`src/rtl/baccarat_pkg.sv`:
```
// Shared types, thresholds and the card-value helper for the Punto Banco round sequencer.
package baccarat_pkg;

    typedef enum logic [3:0] {
        IDLE,
        DEAL_P1,
        DEAL_D1,
        DEAL_P2,
        DEAL_D2,
        NATCHECK,
        DRAW_P3,
        BANK_DECIDE,
        DRAW_D3,
        RESULT,
        DONE
    } state_t;

    // A two-card total at or above this is a natural and ends the round.
    localparam logic [3:0] NATURAL_MIN = 4'd8;
    // A side stands on totals at or above this when deciding a third card.
    localparam logic [3:0] STAND_MIN   = 4'd6;

    // Point value of a raw card code: tens and court cards count zero.
    function automatic logic [3:0] card_value(input logic [3:0] code);
        return (code >= 4'd10) ? 4'd0 : code;
    endfunction

endpackage

```
`src/rtl/bank_draw_rule.sv`:
```
// Banker third-card tableau, used once the player has drawn a third card.
module bank_draw_rule
    import baccarat_pkg::*;
(
    input  logic [3:0] dscore,
    input  logic [3:0] pcard3,
    output logic       draw
);

    logic [3:0] w_value;

    assign w_value = card_value(pcard3);

    // Decide whether the banker draws from its total and the player's third card value.
    always_comb begin
        // NOTE: draw is defaulted before the case so no branch leaves it unassigned (no latch).
        draw = 1'b0;
        case (dscore)
            4'd0, 4'd1, 4'd2: draw = 1'b1;
            4'd3:             draw = (w_value != 4'd8);
            4'd4:             draw = (w_value >= 4'd2) && (w_value <= 4'd7);
            4'd5:             draw = (w_value >= 4'd4) && (w_value <= 4'd7);
            4'd6:             draw = (w_value >= 4'd6) && (w_value <= 4'd7);
            default:          draw = 1'b0;
        endcase
    end

endmodule

```
`src/rtl/baccarat_round_ctrl.sv`:
```
// Round sequencer: deals four cards, applies natural and third-card rules, lights the winner.
module baccarat_round_ctrl
    import baccarat_pkg::*;
#(
    parameter bit AUTO_ADVANCE = 1'b0
) (
    input  logic       slow_clock,
    input  logic       reset,
    input  logic       start,
    input  logic       advance,
    input  logic [3:0] pscore,
    input  logic [3:0] dscore,
    input  logic [3:0] pcard3,
    output logic       load_pcard1,
    output logic       load_pcard2,
    output logic       load_pcard3,
    output logic       load_dcard1,
    output logic       load_dcard2,
    output logic       load_dcard3,
    output logic       clear_cards,
    output logic       busy,
    output logic       done,
    output logic       player_win_light,
    output logic       dealer_win_light
);

    state_t r_state;
    state_t w_next;
    logic   r_player_win;
    logic   r_dealer_win;
    logic   w_adv;
    logic   w_bank_draw;
    logic   w_set_lights;
    logic   w_clr_lights;

    assign w_adv = advance | AUTO_ADVANCE;

    bank_draw_rule u_bank_draw_rule (
        .dscore (dscore),
        .pcard3 (pcard3),
        .draw   (w_bank_draw)
    );

    // State register; reset returns to IDLE.
    always_ff @(posedge slow_clock) begin
        // NOTE: sequential state uses non-blocking assignments so every register sees pre-edge values.
        if (reset) r_state <= IDLE;
        else       r_state <= w_next;
    end

    // Next state plus Mealy load/clear pulses; every pulse is suppressed while reset is high.
    always_comb begin
        w_next       = r_state;
        load_pcard1  = 1'b0;
        load_pcard2  = 1'b0;
        load_pcard3  = 1'b0;
        load_dcard1  = 1'b0;
        load_dcard2  = 1'b0;
        load_dcard3  = 1'b0;
        clear_cards  = 1'b0;
        w_set_lights = 1'b0;
        w_clr_lights = 1'b0;
        if (!reset) begin
            case (r_state)
                IDLE: if (start) begin
                    clear_cards = 1'b1;
                    w_next      = DEAL_P1;
                end
                DEAL_P1: if (w_adv) begin
                    load_pcard1 = 1'b1;
                    w_next      = DEAL_D1;
                end
                DEAL_D1: if (w_adv) begin
                    load_dcard1 = 1'b1;
                    w_next      = DEAL_P2;
                end
                DEAL_P2: if (w_adv) begin
                    load_pcard2 = 1'b1;
                    w_next      = DEAL_D2;
                end
                DEAL_D2: if (w_adv) begin
                    load_dcard2 = 1'b1;
                    w_next      = NATCHECK;
                end
                NATCHECK: begin
                    if (pscore >= NATURAL_MIN || dscore >= NATURAL_MIN) w_next = RESULT;
                    else if (pscore < STAND_MIN)                        w_next = DRAW_P3;
                    else if (dscore < STAND_MIN)                        w_next = DRAW_D3;
                    else                                                w_next = RESULT;
                end
                DRAW_P3: if (w_adv) begin
                    load_pcard3 = 1'b1;
                    w_next      = BANK_DECIDE;
                end
                BANK_DECIDE: w_next = w_bank_draw ? DRAW_D3 : RESULT;
                DRAW_D3: if (w_adv) begin
                    load_dcard3 = 1'b1;
                    w_next      = RESULT;
                end
                RESULT: begin
                    w_set_lights = 1'b1;
                    w_next       = DONE;
                end
                DONE: if (start) begin
                    clear_cards  = 1'b1;
                    w_clr_lights = 1'b1;
                    w_next       = DEAL_P1;
                end
                default: w_next = IDLE;
            endcase
        end
    end

    // Win lights: latched in RESULT, cleared by reset or by a new round started from DONE.
    always_ff @(posedge slow_clock) begin
        if (reset || w_clr_lights) begin
            r_player_win <= 1'b0;
            r_dealer_win <= 1'b0;
        end else if (w_set_lights) begin
            r_player_win <= (pscore >= dscore);
            r_dealer_win <= (pscore <= dscore);
        end
    end

    assign busy             = (r_state != IDLE) && (r_state != DONE);
    assign done             = (r_state == DONE);
    assign player_win_light = r_player_win;
    assign dealer_win_light = r_dealer_win;

endmodule

```
`config.mk`:
```
export PLATFORM = sky130hd
export DESIGN_NAME = baccarat_round_ctrl
export DESIGN_NICKNAME = d
export VERILOG_FILES = /design/src/rtl/baccarat_pkg.sv /design/src/rtl/bank_draw_rule.sv /design/src/rtl/baccarat_round_ctrl.sv
export SDC_FILE = /design/constraint.sdc
export NUM_CORES = 1
export LEC_CHECK = 0
export ABC_AREA = 1
export CAP_MARGIN = 40
export CORE_MARGIN = 10
export CORE_UTILIZATION = 30
export CTS_CLUSTER_SIZE = 14
export DETAILED_ROUTE_END_ITERATION = 10
export HOLD_SLACK_MARGIN = 0.12
export SLEW_MARGIN = 20
export SYNTH_ARGS = -nofsm -noshare
export SYNTH_HDL_FRONTEND = slang
export SYNTH_SLANG_ARGS = --single-unit
```
`constraint.sdc`:
```
create_clock -name slow_clock -period 3.7 [get_ports slow_clock]
set_input_delay 0.74 -clock slow_clock [delete_from_list [all_inputs] [get_ports slow_clock]]
set_output_delay 0.74 -clock slow_clock [all_outputs]
set_load 0.01 [all_outputs]
```
; Word level (Yosys, flattened, before mapping)
; Cells that the tools add are included.
[totals]
regBits = 6
latch_bits = 0
ram_bits = 0
mem_bits_ro = 0
out_inout_bits = 11
wordCells = 85
mem_count = 0
[classes]
addsub = 0
multipliers = 0
div_mod_pow = 0
magnitude_cmp = 11
n_eq_ne = 25
shifts = 0
muxes = 34
bitwise_logic = 0
reduce_logical = 12
[ops]
columns = cell, count
row1 = 4-bit two-way mux, 10
row2 = 4-bit case mux with 10 select lines, 1
row3 = 4-bit by 3-bit equality test with 1-bit output (second input constant), 7
row4 = 1-bit two-way mux, 22
row5 = 4-bit by 2-bit equality test with 1-bit output (second input constant), 4
row6 = 4-bit equality test (second input constant), 3
row7 = 4-bit greater-or-equal comparator (second input constant), 3
row8 = 2-bit inequality test (second input constant), 6
row9 = 4-bit by 1-bit equality test with 1-bit output (second input constant), 2
row10 = 4-bit by 3-bit greater-or-equal comparator with 1-bit output (second input constant), 2
row11 = 4-bit zero test, 2
row12 = 4-bit by 3-bit < comparator with 1-bit output (second input constant), 2
row13 = 4-bit inequality test (second input constant), 2
row14 = 7-bit AND reduction, 1
row15 = 1-bit case mux with 5 select lines, 1
row16 = 4-bit by 2-bit greater-or-equal comparator with 1-bit output (second input constant), 1
row17 = 4-bit greater-or-equal comparator, 1
row18 = 4-bit by 3-bit <= comparator with 1-bit output (second input constant), 1
row19 = 4-bit <= comparator, 1
row20 = 1-bit logical AND, 4
row21 = 4-bit nonzero test, 1
row22 = 3-bit OR reduction, 1
row23 = 1-bit logical OR, 2
row24 = 2-bit by 1-bit inequality test with 1-bit output (second input constant), 1
row25 = 2-bit OR reduction, 1

; Logic depth before layout (Yosys ltp)
[depth]
depth_word = 7
depth_mapped = 10
depth_no_buf = 10

; Cells and area by module
; Synthesis repeated with hierarchy kept, for this count alone.
[unflattened]
hier_cells = 144
hier_area_um2 = 758.2
[by_module_without_submodules]
columns = module, n_inst, cells_each, area_each_um2, seq_area_each_um2
row1 = baccarat_round_ctrl, 1, 126, 680.7, 120.1
row2 = bank_draw_rule, 1, 18, 77.6, 0.0

; Worst setup path before layout
; Ideal clock, no wire load.
[synth_timing]
kind = in2out
startpoint = in reset
endpoint = out load_dcard2
arrival_time_ns = 1.216
slack_ns = 1.744
cell_stages = 3
path_buffers = 0
path_cell_list = inv_1 > nand2_1 > nor3_1
[synth_between]
elab_chain_len = 1
[synth_lines]
columns = element, line_no
row1 = start: declaration, baccarat_round_ctrl.sv:8  ; input logic reset,
row2 = 1-bit two-way mux, baccarat_round_ctrl.sv:63  ; if (!reset) begin
row3 = end: declaration, baccarat_round_ctrl.sv:18  ; output logic load_dcard2,
; Every way passes these cells.

; Worst setup path after layout
; Same ends and word-level chain as after synthesis.

==> summary.md <==
| Metric | Value |
|---|---|
| Yosys warns | 0 |
| First-pass GRT wire length | ~3.6 mm |
| Leakage Power | 0.497 nW |
| Critical Path Sink Type | primary output |
| DRC viols | 0 |
| Post CTS Setup Buffer Count | 0 |
| IO buf count | 26 |
| Hold Slack | roughly 0.55 ns |
| Reg2reg setup slack | 2.29 ns |
| Drt wl/cell | 11.2 um |
| Area of the mapped netlist | slightly above 700 um2 |
| Drt total wl | ~2.1 mm |
| H-tree Lvls | 1 |
| Synth Area in XOR/XNOR | 0% |
| CTS root buf | clkbuf_4 |
| Synth Area per Inst | between 5 and 6 um2 |
| CTS tree | done |
| Worst Path Max Fanout | 7 |
| Slew Viols, Final | 0 |
| Worst path cell trace | clkdlybuf4s50_1 > inv_1 > nand2_1 > nor3_1 > clkdlybuf4s50_1 |
| Critical path arrival | 2.32 ns |
| Worst VDD drop | about 330 uV |
| Drt pass-1 iters | 4 |
| Final global-route overflow total | 0 |
| Clock tree sinks | 6 |
| Critical path depth | 5 |
| Clk buf depth | 2 |
| R2R Path End | r_state[0]$_SDFFE_PP0P_ |
| Synth cell types | 19 |
| #FFs+latches synth | 6 |
| Synth Area in Adders | between 6 and 7% |
| Layout area overhead | 43.9% |
| Critical Path Most Common Cell | clkdlybuf4s50_1 |
| Reg2reg start | r_state[3]$_SDFFE_PP0P_ |
| WHS Endpoint | r_state[3]$_SDFFE_PP0P_ |
| Compound-Gate Fraction of Synth Area | roughly 15% |
| Syn nets | ~150 |
| WP buf/inv | 3 |
| Yosys top cell area share | around 18% |
| Starting Density | 32.1% |
| Vias in the first global route | roughly 850 |
| Largest stage delay, worst path | 0.57 ns |
| Antenna violations before repair | 0 |
| Worst Hold Launch | r_state[3]$_SDFFE_PP0P_ |
| Setup TNS | 0 ns |
| CTS clock-pin slew for the worst setup and hold paths | 0.04 ns |
| Post-synthesis sequential area ratio | ~17% |
| CP max-delay cell | clkdlybuf4s50_1 |
| IO Pins | 27 |
| Worst-Margin Slew | around 0.28 ns |
| Clk_skew | around 0.00060 ns |
| Ratio of cells with drive above 1 in the final layout | 15.3% |
| DRT iter0 DRCs | 38 |
| Die Footprint | 4770 um2 |
| Status | finished clean |
| Pwr Total | between 0.0004 and 0.0005 W |
| Overall global routing resource usage | approximately 8.6% |
| Post-synth top area cell | nand2_1 |
| Chip Width | approximately 69 um |
| Hold Fails Final Rpt | 0 |
| Worst skew pair latency | around 0.23 ns |
| Crit path max-delay family | buffers and inverters |
| Nets | between 150 and 200 |
| CTS Buf Count | 3 |
| Post_cts resized | 0 |
| Rows | 17 |
| Largest family of logic cells by synthesized area | simple AND/OR/NAND/NOR gates |
| Largest cells by area after synthesis | nand2_1 18%, dfxtp_1 17%, inv_1 8.8%, nand3_1 7.6%, ha_1 6.9% |
| Die height | 69.1 um |
| WHS Path Cells | 2 |
| Fin crit share | 82.7% |
| Largest net degree at the start of global routing | 8 |
| Max Cap Violations | 0 |
| Vias | 878 |
| Hold Buf Count CTS | 0 |
| Simple-Gate Fraction of Synth Area | about half |
| Fillers | roughly 260 |
| Post-DP HPWL | roughly 1.9 mm |
| Worst R2R Path Depth | 9 |
| Worst Path Required | 2.96 ns |
| GP Congestion | 0.876 |
| Core Region | between 2000 and 2500 um2 |
| Worst min path class | reg2reg |
| Final setup vio count | 0 |
| Mux contribution to synthesized area | 0% |
| Post-route ant nets | 0 |
| Min cycle time layout | between 3 and 4 ns |
| Ant. Diodes | 0 |
| Critical path class | in2out |
| Slew headroom | 81.1% |
| Unrepaired setup endpoints after global routing | false |
| Critical Path Source Type | input pin |
| F_max | approximately 330 MHz |
| Pwr/cell area | roughly 420 nW/um2 |
| Post-Syn Instances | 128 |
| DR vias/cell | 4.75 |
-- per-layer routing --
metal	share of wire, %	global-route usage (%)
met1	47	10.0
met2	50	14.9
met3	2.3	1.57
met4	1.0	3.33
met5	0	0
-- state kept, by name (all words and copies together), names as in the netlist --
register          cells
dealer_win_light      1
player_win_light      1
r_state               4
-- stage by stage --
stage	utilization (%)	area, um2	instances	setup slack [ns]
finish	46.2	1040	185	0.639
global route	46.2	1040	185	0.498
CTS	46.2	1040	185	0.636
detailed placement	45.2	1020	182	0.637
global placement	45.2	1020	182	0.676
floorplan	-	723	128	1.74
-- logic make-up after synthesis --
logic type               count (synthesis)
AND/OR/NAND/NOR                         77
buffers and inverters                   22
flip-flops                               6
adder cells (fa/ha/maj)                  4
AO/OA/AOI/OAI                           19
-- final cells by class --
class                      instances  area, um2  share of cell area (%)
multi-input combinational        100        520                    50.0
inverter                          22       82.6                    7.93
tap                               28       35.0                    3.37
clock buffer                       3       22.5                    2.16
sequential                         6        120                    11.5
timing repair buffer              26        260                    25.0
-- Yosys cell counts, drive strengths merged --
library cell	n
a41oi	1
a31oi	1
nand2	41
nor2	17
nand4	3
nand3	11
ha	4
nor3	5
inv	22
a21oi	11
o21ai	6
dfxtp	6
-- worst reg2reg max path: stages, from the launching register on --
cell and delay (ns):
dfxtp_1 0.42, inv_2 0.09, nand2_2 0.13, inv_2 0.06, nand3_1 0.09, nand2_1 0.06
nor2_2 0.19, nand2_2 0.11, nand2_1 0.08, a21oi_2 0.05
-- cells in the final DEF, fill, tap and decap left out, types with 2 or more instances in the layout --
master / Yosys / final
clkdlybuf4s50_1: 0 / 26
nand2_2: 6 / 6
ha_1: 4 / 4
nand3_1: 11 / 11
inv_1: 17 / 17
inv_2: 5 / 5
nor2_1: 11 / 11
nor3_1: 5 / 5
nor2_2: 5 / 5
o21ai_0: 5 / 5
a21oi_1: 9 / 9
nand4_1: 3 / 3
dfxtp_1: 6 / 6
nand2_1: 34 / 34
a21oi_2: 2 / 2
clkbuf_4: 0 / 3
-- worst max path at each step --
stage	startpoint	slack, ns	to
global route	reset	0.50	load_dcard2
global placement	reset	0.68	load_dcard2
finish	reset	0.64	load_dcard2
detailed placement	reset	0.64	load_dcard2
floorplan	reset	1.74	load_dcard2
CTS	reset	0.64	load_dcard2
-- report_power, final --
part           internal [W]   total, W  switching [W]  leakage [nW]
sequential        0.0000773   0.000101      0.0000241        0.0487
clock             0.0000364  0.0000550      0.0000187        0.0138
combinational      0.000113   0.000278       0.000165         0.434
total              0.000227   0.000435       0.000208         0.497
Note: power is estimated with default switching activity, not from simulation.
